`config.mk`:
```
export PLATFORM = sky130hd
export DESIGN_NAME = dds_multi_ch
export DESIGN_NICKNAME = d
export VERILOG_FILES = /design/src/rtl/dds_multi_ch.sv
export SDC_FILE = /design/constraint.sdc
export NUM_CORES = 2
export LEC_CHECK = 0
export CORE_ASPECT_RATIO = 1.75
export CORE_MARGIN = 2
export CORE_UTILIZATION = 55
export DETAILED_ROUTE_END_ITERATION = 10
export PLACE_DENSITY_LB_ADDON = 0.25
export SETUP_SLACK_MARGIN = 0.02
export SYNTH_ARGS = -nofsm -noshare
export SYNTH_HDL_FRONTEND = slang
export SYNTH_SLANG_ARGS = --single-unit
```
`constraint.sdc`:
```
create_clock -name clk -period 14.2 [get_ports clk]
set_clock_uncertainty 0.2 [all_clocks]
set_input_delay 1.42 -clock clk [delete_from_list [all_inputs] [get_ports clk]]
set_output_delay 1.42 -clock clk [all_outputs]
set_load 0.02 [all_outputs]
```
`src/rtl/dds_multi_ch.sv`:
```
// Time-multiplexed multi-channel DDS.
// A single shared sine ROM and multiplier serve N_CH channels, one channel
// per clock. The result is one interleaved sample stream, and each sample
// carries its channel index.
// Pipeline: issue (phase) -> ROM read -> scale/round/saturate -> output.
`timescale 1ns/1ps
module dds_multi_ch #(
  parameter int N_CH        = 4,
  parameter int CH_W        = $clog2(N_CH),
  parameter int SIG_WIDTH   = 16,
  parameter int PHASE_WIDTH = 32,
  parameter int LUT_ADDR_W  = 8
) (
  input  logic                          clk,
  input  logic                          a_rst_n,
  input  logic                          i_soft_rst,
  input  logic                          i_start,
  input  logic                          i_stop,
  input  logic                          i_cfg_we,
  input  logic [CH_W-1:0]               i_cfg_ch,
  input  logic [1:0]                    i_cfg_sel,
  input  logic [PHASE_WIDTH-1:0]        i_cfg_data,
  output logic                          o_busy,
  output logic                          o_valid,
  output logic [CH_W-1:0]               o_ch,
  output logic                          o_frame_start,
  output logic signed [SIG_WIDTH-1:0]   o_signal
);

  localparam int LUT_DEPTH = 1 << LUT_ADDR_W;
  localparam int SIN_PEAK  = (1 << (SIG_WIDTH - 1)) - 1;
  localparam logic signed [2*SIG_WIDTH-1:0] C_RND =
    {{(SIG_WIDTH + 1){1'b0}}, 1'b1, {(SIG_WIDTH - 2){1'b0}}};
  localparam logic signed [2*SIG_WIDTH-1:0] C_MAX =
    {{(SIG_WIDTH + 1){1'b0}}, {(SIG_WIDTH - 1){1'b1}}};
  localparam logic signed [2*SIG_WIDTH-1:0] C_MIN =
    {{(SIG_WIDTH + 1){1'b1}}, {(SIG_WIDTH - 1){1'b0}}};

  typedef enum logic [1:0] {ST_IDLE, ST_RUN, ST_DRAIN} state_t;
  typedef logic [LUT_DEPTH-1:0][SIG_WIDTH-1:0] lut_t;

  // The ROM contents are computed once, when the design is elaborated.
  function automatic lut_t gen_lut();
    lut_t t;
    real  a;
    int   v;
    for (int k = 0; k < LUT_DEPTH; k++) begin
      a = real'(SIN_PEAK) * $sin(2.0 * 3.14159265358979323846 * real'(k) / real'(LUT_DEPTH));
      v = (a >= 0.0) ? $rtoi(a + 0.5) : -$rtoi(0.5 - a);
      t[k] = v[SIG_WIDTH-1:0];
    end
    return t;
  endfunction

  localparam lut_t C_LUT = gen_lut();

  state_t                        r_state, w_state_nxt;
  logic [CH_W-1:0]               r_slot;
  logic                          r_stop_pend;
  logic [1:0]                    r_drain_cnt;
  logic                          w_issue;
  logic                          w_last_slot;

  logic [PHASE_WIDTH-1:0]        r_fcw [N_CH];
  logic [PHASE_WIDTH-1:0]        r_off [N_CH];
  logic signed [SIG_WIDTH-1:0]   r_amp [N_CH];
  logic [PHASE_WIDTH-1:0]        r_acc [N_CH];

  logic                          r_s0_valid, r_s1_valid;
  logic [LUT_ADDR_W-1:0]         r_s0_idx;
  logic signed [SIG_WIDTH-1:0]   r_s0_amp, r_s1_amp, r_s1_sine;
  logic [CH_W-1:0]               r_s0_ch, r_s1_ch;
  logic [LUT_ADDR_W-1:0]         w_lut_idx;
  logic signed [2*SIG_WIDTH-1:0] w_prod, w_scaled;
  logic signed [SIG_WIDTH-1:0]   w_sat;

  assign w_last_slot = (r_slot == CH_W'(N_CH - 1));
  // The ROM index is the top bits of (pre-increment accumulator + offset).
  assign w_lut_idx = LUT_ADDR_W'((r_acc[r_slot] + r_off[r_slot]) >> (PHASE_WIDTH - LUT_ADDR_W));

  // FSM state register
  // NOTE: sequential state always uses non-blocking (<=) so that every flop samples pre-edge values.
  always_ff @(posedge clk or negedge a_rst_n) begin
    if (!a_rst_n) r_state <= ST_IDLE;
    else          r_state <= w_state_nxt;
  end

  // FSM next state: a stop only takes effect after the last slot of a frame
  // NOTE: every variable written in always_comb gets a default first, so no latch is inferred.
  always_comb begin
    w_state_nxt = r_state;
    if (i_soft_rst) begin
      w_state_nxt = ST_IDLE;
    end else begin
      case (r_state)
        ST_IDLE:  if (i_start && !i_stop)                  w_state_nxt = ST_RUN;
        ST_RUN:   if ((r_stop_pend || i_stop) && w_last_slot) w_state_nxt = ST_DRAIN;
        ST_DRAIN: if (r_drain_cnt == 2'd2)                 w_state_nxt = ST_IDLE;
        default:                                           w_state_nxt = ST_IDLE;
      endcase
    end
  end

  // FSM outputs: issue one slot per clock in RUN, busy whenever not idle
  always_comb begin
    w_issue = (r_state == ST_RUN);
    o_busy  = (r_state != ST_IDLE);
  end

  // Slot counter, pending-stop flag and drain timer
  always_ff @(posedge clk or negedge a_rst_n) begin
    if (!a_rst_n) begin
      r_slot      <= '0;
      r_stop_pend <= 1'b0;
      r_drain_cnt <= '0;
    end else if (i_soft_rst) begin
      r_slot      <= '0;
      r_stop_pend <= 1'b0;
      r_drain_cnt <= '0;
    end else begin
      r_slot      <= (w_issue && !w_last_slot) ? r_slot + 1'b1 : '0;
      r_drain_cnt <= (r_state == ST_DRAIN) ? r_drain_cnt + 2'd1 : 2'd0;
      if (r_state == ST_RUN && i_stop)
        r_stop_pend <= 1'b1;
      else if (r_state == ST_DRAIN && w_state_nxt == ST_IDLE)
        r_stop_pend <= 1'b0;
    end
  end

  // Per-channel config registers; only the async reset clears them
  // NOTE: these arrays are a few flops per channel, so they take a reset; a true RAM would not.
  always_ff @(posedge clk or negedge a_rst_n) begin
    if (!a_rst_n) begin
      for (int c = 0; c < N_CH; c++) begin
        r_fcw[c] <= '0;
        r_off[c] <= '0;
        r_amp[c] <= '0;
      end
    end else if (i_cfg_we) begin
      for (int c = 0; c < N_CH; c++) begin
        if (i_cfg_ch == CH_W'(c)) begin
          case (i_cfg_sel)
            2'd0:    r_fcw[c] <= i_cfg_data;
            2'd1:    r_off[c] <= i_cfg_data;
            2'd2:    r_amp[c] <= i_cfg_data[SIG_WIDTH-1:0];
            default: ;
          endcase
        end
      end
    end
  end

  // Phase accumulators: a clear write wins over a same-cycle advance
  always_ff @(posedge clk or negedge a_rst_n) begin
    if (!a_rst_n) begin
      for (int c = 0; c < N_CH; c++) r_acc[c] <= '0;
    end else begin
      for (int c = 0; c < N_CH; c++) begin
        if (i_soft_rst)
          r_acc[c] <= '0;
        else if (i_cfg_we && i_cfg_sel == 2'd3 && i_cfg_ch == CH_W'(c))
          r_acc[c] <= '0;
        else if (w_issue && r_slot == CH_W'(c))
          r_acc[c] <= r_acc[c] + r_fcw[c];
      end
    end
  end

  assign w_prod   = r_s1_amp * r_s1_sine;
  assign w_scaled = (w_prod + C_RND) >>> (SIG_WIDTH - 1);

  // Clamp the rounded product into the signed output range
  always_comb begin
    w_sat = SIG_WIDTH'(w_scaled);
    if (w_scaled > C_MAX)      w_sat = SIG_WIDTH'(C_MAX);
    else if (w_scaled < C_MIN) w_sat = SIG_WIDTH'(C_MIN);
  end

  // Three-stage sample pipeline: issue, ROM read, scale to output
  always_ff @(posedge clk or negedge a_rst_n) begin
    if (!a_rst_n) begin
      r_s0_valid    <= 1'b0;
      r_s0_idx      <= '0;
      r_s0_amp      <= '0;
      r_s0_ch       <= '0;
      r_s1_valid    <= 1'b0;
      r_s1_amp      <= '0;
      r_s1_sine     <= '0;
      r_s1_ch       <= '0;
      o_valid       <= 1'b0;
      o_ch          <= '0;
      o_frame_start <= 1'b0;
      o_signal      <= '0;
    end else if (i_soft_rst) begin
      r_s0_valid    <= 1'b0;
      r_s0_idx      <= '0;
      r_s0_amp      <= '0;
      r_s0_ch       <= '0;
      r_s1_valid    <= 1'b0;
      r_s1_amp      <= '0;
      r_s1_sine     <= '0;
      r_s1_ch       <= '0;
      o_valid       <= 1'b0;
      o_ch          <= '0;
      o_frame_start <= 1'b0;
      o_signal      <= '0;
    end else begin
      r_s0_valid <= w_issue;
      if (w_issue) begin
        r_s0_idx <= w_lut_idx;
        r_s0_amp <= r_amp[r_slot];
        r_s0_ch  <= r_slot;
      end
      r_s1_valid <= r_s0_valid;
      if (r_s0_valid) begin
        r_s1_sine <= C_LUT[r_s0_idx];
        r_s1_amp  <= r_s0_amp;
        r_s1_ch   <= r_s0_ch;
      end
      o_valid       <= r_s1_valid;
      o_frame_start <= r_s1_valid && (r_s1_ch == '0);
      if (r_s1_valid) begin
        o_ch     <= r_s1_ch;
        o_signal <= w_sat;
      end
    end
  end

endmodule

```
==> results by group <==
Outcome
  – Status: complete, no violations

Yosys
  – Post-synth EDFFs: 0
  – Yosys warns: 0
  – Most common flop cell mapped by yosys: dfrtp_1
  – Synthesis-stage register bit count: roughly 540
  – Syn avg cell area: 9.82 um^2
  – Async SR Flop Fraction: 100%
  – Post-synthesis sequential area ratio: around a third
  – Cell count after synthesis: 4345
  – Net Count, Synth: about 4900
  – Post-synth cell types: between 90 and 100
  – Post-Syn Area: approximately 43000 um^2

Clock network
  – Hold_buf cts: 0
  – Clk root buf: clkbuf_16
  – Clock Tree Buf Depth: 3
  – Num CTS Buffers: 52
  – Clk pin slew, worst setup/hold paths: approximately 0.060 ns
  – Latest clock arrival within the worst-skew pair: around 0.65 ns
  – H-tree depth: 2
  – Clk sinks: about 540
  – Setup Fix Bufs, Post-CTS: 0
  – CTS tree: done
  – Post-cts gate resize count: 0

Worst setup path
  – Worst Setup Path Type: flip-flop to flip-flop
  – Crit start category: flip-flop
  – Crit path max fanout: 16
  – Most frequent cell on the critical path: fa_1
  – Max incr delay on CP: approximately 0.89 ns
  – FF-to-FF End: o_signal[0]
  – CP arrival: around 7.6 ns
  – Reg2reg path depth: 21
  – Worst Setup SP: r_s1_sine[1]
  – R2r setup slk: ~7.0 ns
  – Worst r2r src: r_s1_sine[1]
  – CP required: ~15 ns
  – CP Cell Sequence: nand2_1 -> inv_1 -> fa_1 -> fa_1 -> fa_1 -> fa_1 -> fa_1 -> inv_1 -> fa_1 -> inv_1 -> ha_1 -> and3_1 -> nand3_1 -> nor2_1 -> a31oi_1 -> o21a_1 -> o211ai_4 -> nand2_1 -> o2111ai_2 -> a21oi_1 -> nor3_1
  – CP Capture Type: flip-flop
  – Max stage delay cell, worst path: fa_1
  – Setup crit end: o_signal[0]

Routing
  – DRC errors left: 0
  – Final wirelength: 133 mm
  – Vias: about 34000
  – First-pass DRT Iterations: 9
  – Via/cell ratio: about 6.4
  – Routed wire per std cell: around 25 um
  – Routed Antenna Nets: 0
  – First DRT Iteration DRCs: approximately 2600

Power and ir drop
  – Sw Ratio: 32.2%
  – Peak supply drop: about 0.12 mV
  – Lkg Pwr: 21.1 nW
  – Int Power: roughly 0.0031 W
  – Clock power frac: a little under a third
  – Power share of the sequential group: a little over two fifths
  – Power Dens Cells: between 90 and 100 nW/um^2
  – Combinational Power Share: roughly 26%
  – Switching power: approximately 0.0015 W

Floorplan
  – Initial Utilization: 55.3%
  – Row Count: 135
  – Number of I/O pins: 63
  – Die width: 215 um
  – Core box area: about 77000 um^2
  – Die Y: 372 um
  – Die footprint: around 80000 um^2

Timing
  – Final worst slack: 6.95 ns
  – Worst Tran Pin Value: 1.16 ns
  – Setup TNS: 0 ns
  – Hold Violations, Final: 0
  – Final Cycle Share: approximately half
  – Period minus WS final: about 7.2 ns
  – Max Slew Vio Count: 0
  – Max Fclk: about 0.14 GHz
  – Final setup viols: 0
  – RSZ-0062 raised after global routing: false
  – Rel. slew slack: around 22%

GRT
  – GR Overflow Total: 0
  – Total GRT Usage: approximately 34%
  – Vias in the first global route: 35058
  – Initial antenna violation count: 5
  – Global-route wire length before repair: between 200 and 250 mm
  – Largest net degree at the start of global routing: 168

Placed design
  – Port Buffers: slightly above 60
  – Hpwl dp: slightly below 100 mm
  – Pre-CTS WS: between 6 and 7 ns
  – Routability-driven placement congestion ratio: approximately 1.0

Finish
  – Area grow syn2layout: 7.66%
  – Filler cells: about 6700
  – Seq. cell area: ~13000 um^2
  – Nets: slightly below 5000
  – Area of the multi-input gates: roughly 27000 um^2
  – Layout cells sized above 1: 14.7%

Hold path
  – Tightest Hold Check Type: flip-flop to flip-flop

Job
  – Total of max-cap violations: 0
==> worst min-delay path by stage <==
stage / start / to / slack, ns / cells after the start
after CTS: r_drain_cnt[0] / r_drain_cnt[0] / 0.23 / 1
after floorplan: r_drain_cnt[0] / r_drain_cnt[0] / 0.20 / 1
final: r_drain_cnt[0] / r_drain_cnt[0] / 0.22 / 1
after global placement: r_drain_cnt[0] / r_drain_cnt[0] / 0.21 / 1
after global routing: r_drain_cnt[0] / r_drain_cnt[0] / 0.24 / 1
after detailed placement: r_drain_cnt[0] / r_drain_cnt[0] / 0.22 / 1
==> logic make-up after synthesis <==
kind of cell,share of synthesized area [%]
XOR/XNOR,2.38
adder cells (fa/ha/maj),19.8
AO/OA/AOI/OAI,14.0
flip-flops,31.5
buffers and inverters,5.11
multiplexers,13.5
AND/OR/NAND/NOR,13.7
==> cell usage in the layout (no fill, tap or decap), types with 65 or more instances in the layout <==
| cell | synthesis | final |
|---|---|---|
| dfrtp_1 | 537 | 530 |
| mux4_2 | 81 | 81 |
| nor3_1 | 65 | 65 |
| o21ai_0 | 161 | 161 |
| a21o_1 | 65 | 65 |
| ha_1 | 250 | 250 |
| nand3_1 | 74 | 74 |
| xnor2_1 | 75 | 75 |
| fa_1 | 266 | 266 |
| inv_1 | 316 | 316 |
| nor2_1 | 270 | 267 |
| and2_1 | 142 | 142 |
| a21oi_1 | 317 | 317 |
| nand2_1 | 492 | 488 |
| mux2_2 | 321 | 321 |
==> Yosys cell counts, types with 21 or more instances <==
cell      instances  area (um^2)
a31oi_1          40          250
a211oi_1         58          435
mux4_2           81         1820
and2_1          142          888
o21bai_1         22          165
inv_1           316         1190
buf_1            48          180
mux2_2          321         3610
nor3_1           65          325
o211ai_1         36          270
a21oi_1         317         1590
o21a_1           21          158
o21ai_0         161          806
a21o_1           65          488
dfrtp_1         537        13400
nand2b_1         40          250
fa_1            266         5330
nor2b_1          29          181
nand2_1         492         1850
clkbuf_1        198          743
nand3_1          74          370
xor2_1           39          342
mux2i_1          33          330
xnor2_1          75          657
nor2_1          270         1010
ha_1            250         3130
==> registers in the layout, indices dropped and copies added (netlist names) <==
signal and count:
o_ch 2, o_frame_start 1, o_signal 16, o_valid 1
r_acc 128, r_amp 64, r_drain_cnt 2, r_fcw 128
r_off 128, r_s0_amp 16, r_s0_ch 2, r_s0_idx 8
r_s0_valid 1, r_s1_amp 16, r_s1_ch 2, r_s1_sine 16
r_s1_valid 1, r_slot 2, r_state 2, r_stop_pend 1
==> power groups by stage <==
stage	registers [W]	logic (W)	clock network [W]
2_1_floorplan	0.00187	0.000831	0
3_3_place_gp	0.00193	0.00113	0
4_1_cts	0.00191	0.00115	0.00146
3_5_place_dp	0.00194	0.00114	0
6_report	0.00191	0.00117	0.00144
5_1_grt	0.00194	0.00126	0.00151
==> critical path: cells and delay by family (launching register included) <==
family	cells	cell delay, ns
and+or+nand+nor	6	0.92
AOI/OAI and AO/OA	5	1.36
buffers and inverters	3	0.25
adders and majority gates	7	3.73
DFF	1	0.69
==> cell type report <==
type                       count  area share (%)
antenna                        1         0.00545
clock buffer                  77            3.36
clock inverter                19           0.458
inverter                     323            2.64
multi-input combinational   3234            59.0
sequential                   537            29.3
tap                         1027            2.80
timing repair buffer         124            2.40
==> layer usage <==
metal  vias to the layer above  part of all wire, %  track usage (%)
met5                         -                0.053                0
met4                        10                  8.5             23.8
met3                       485                  5.1             3.85
met2                      1272                   51             60.7
met1                     17185                   36             36.9
li1                      15027                    -                -
==> per-stage QoR <==
step	power, W	hold WS (ns)	instance area, um^2	std cells	utilization, %
2_1_floorplan	0.00271	0.201	42700	4345	-
4_1_cts	0.00452	0.225	45900	5341	59.5
6_report	0.00452	0.220	45900	5342	59.5
3_3_place_gp	0.00306	0.213	44200	5245	57.2
3_5_place_dp	0.00308	0.217	44200	5245	57.2
5_1_grt	0.00471	0.237	45900	5341	59.5
Power figures use the tool's default switching activity.
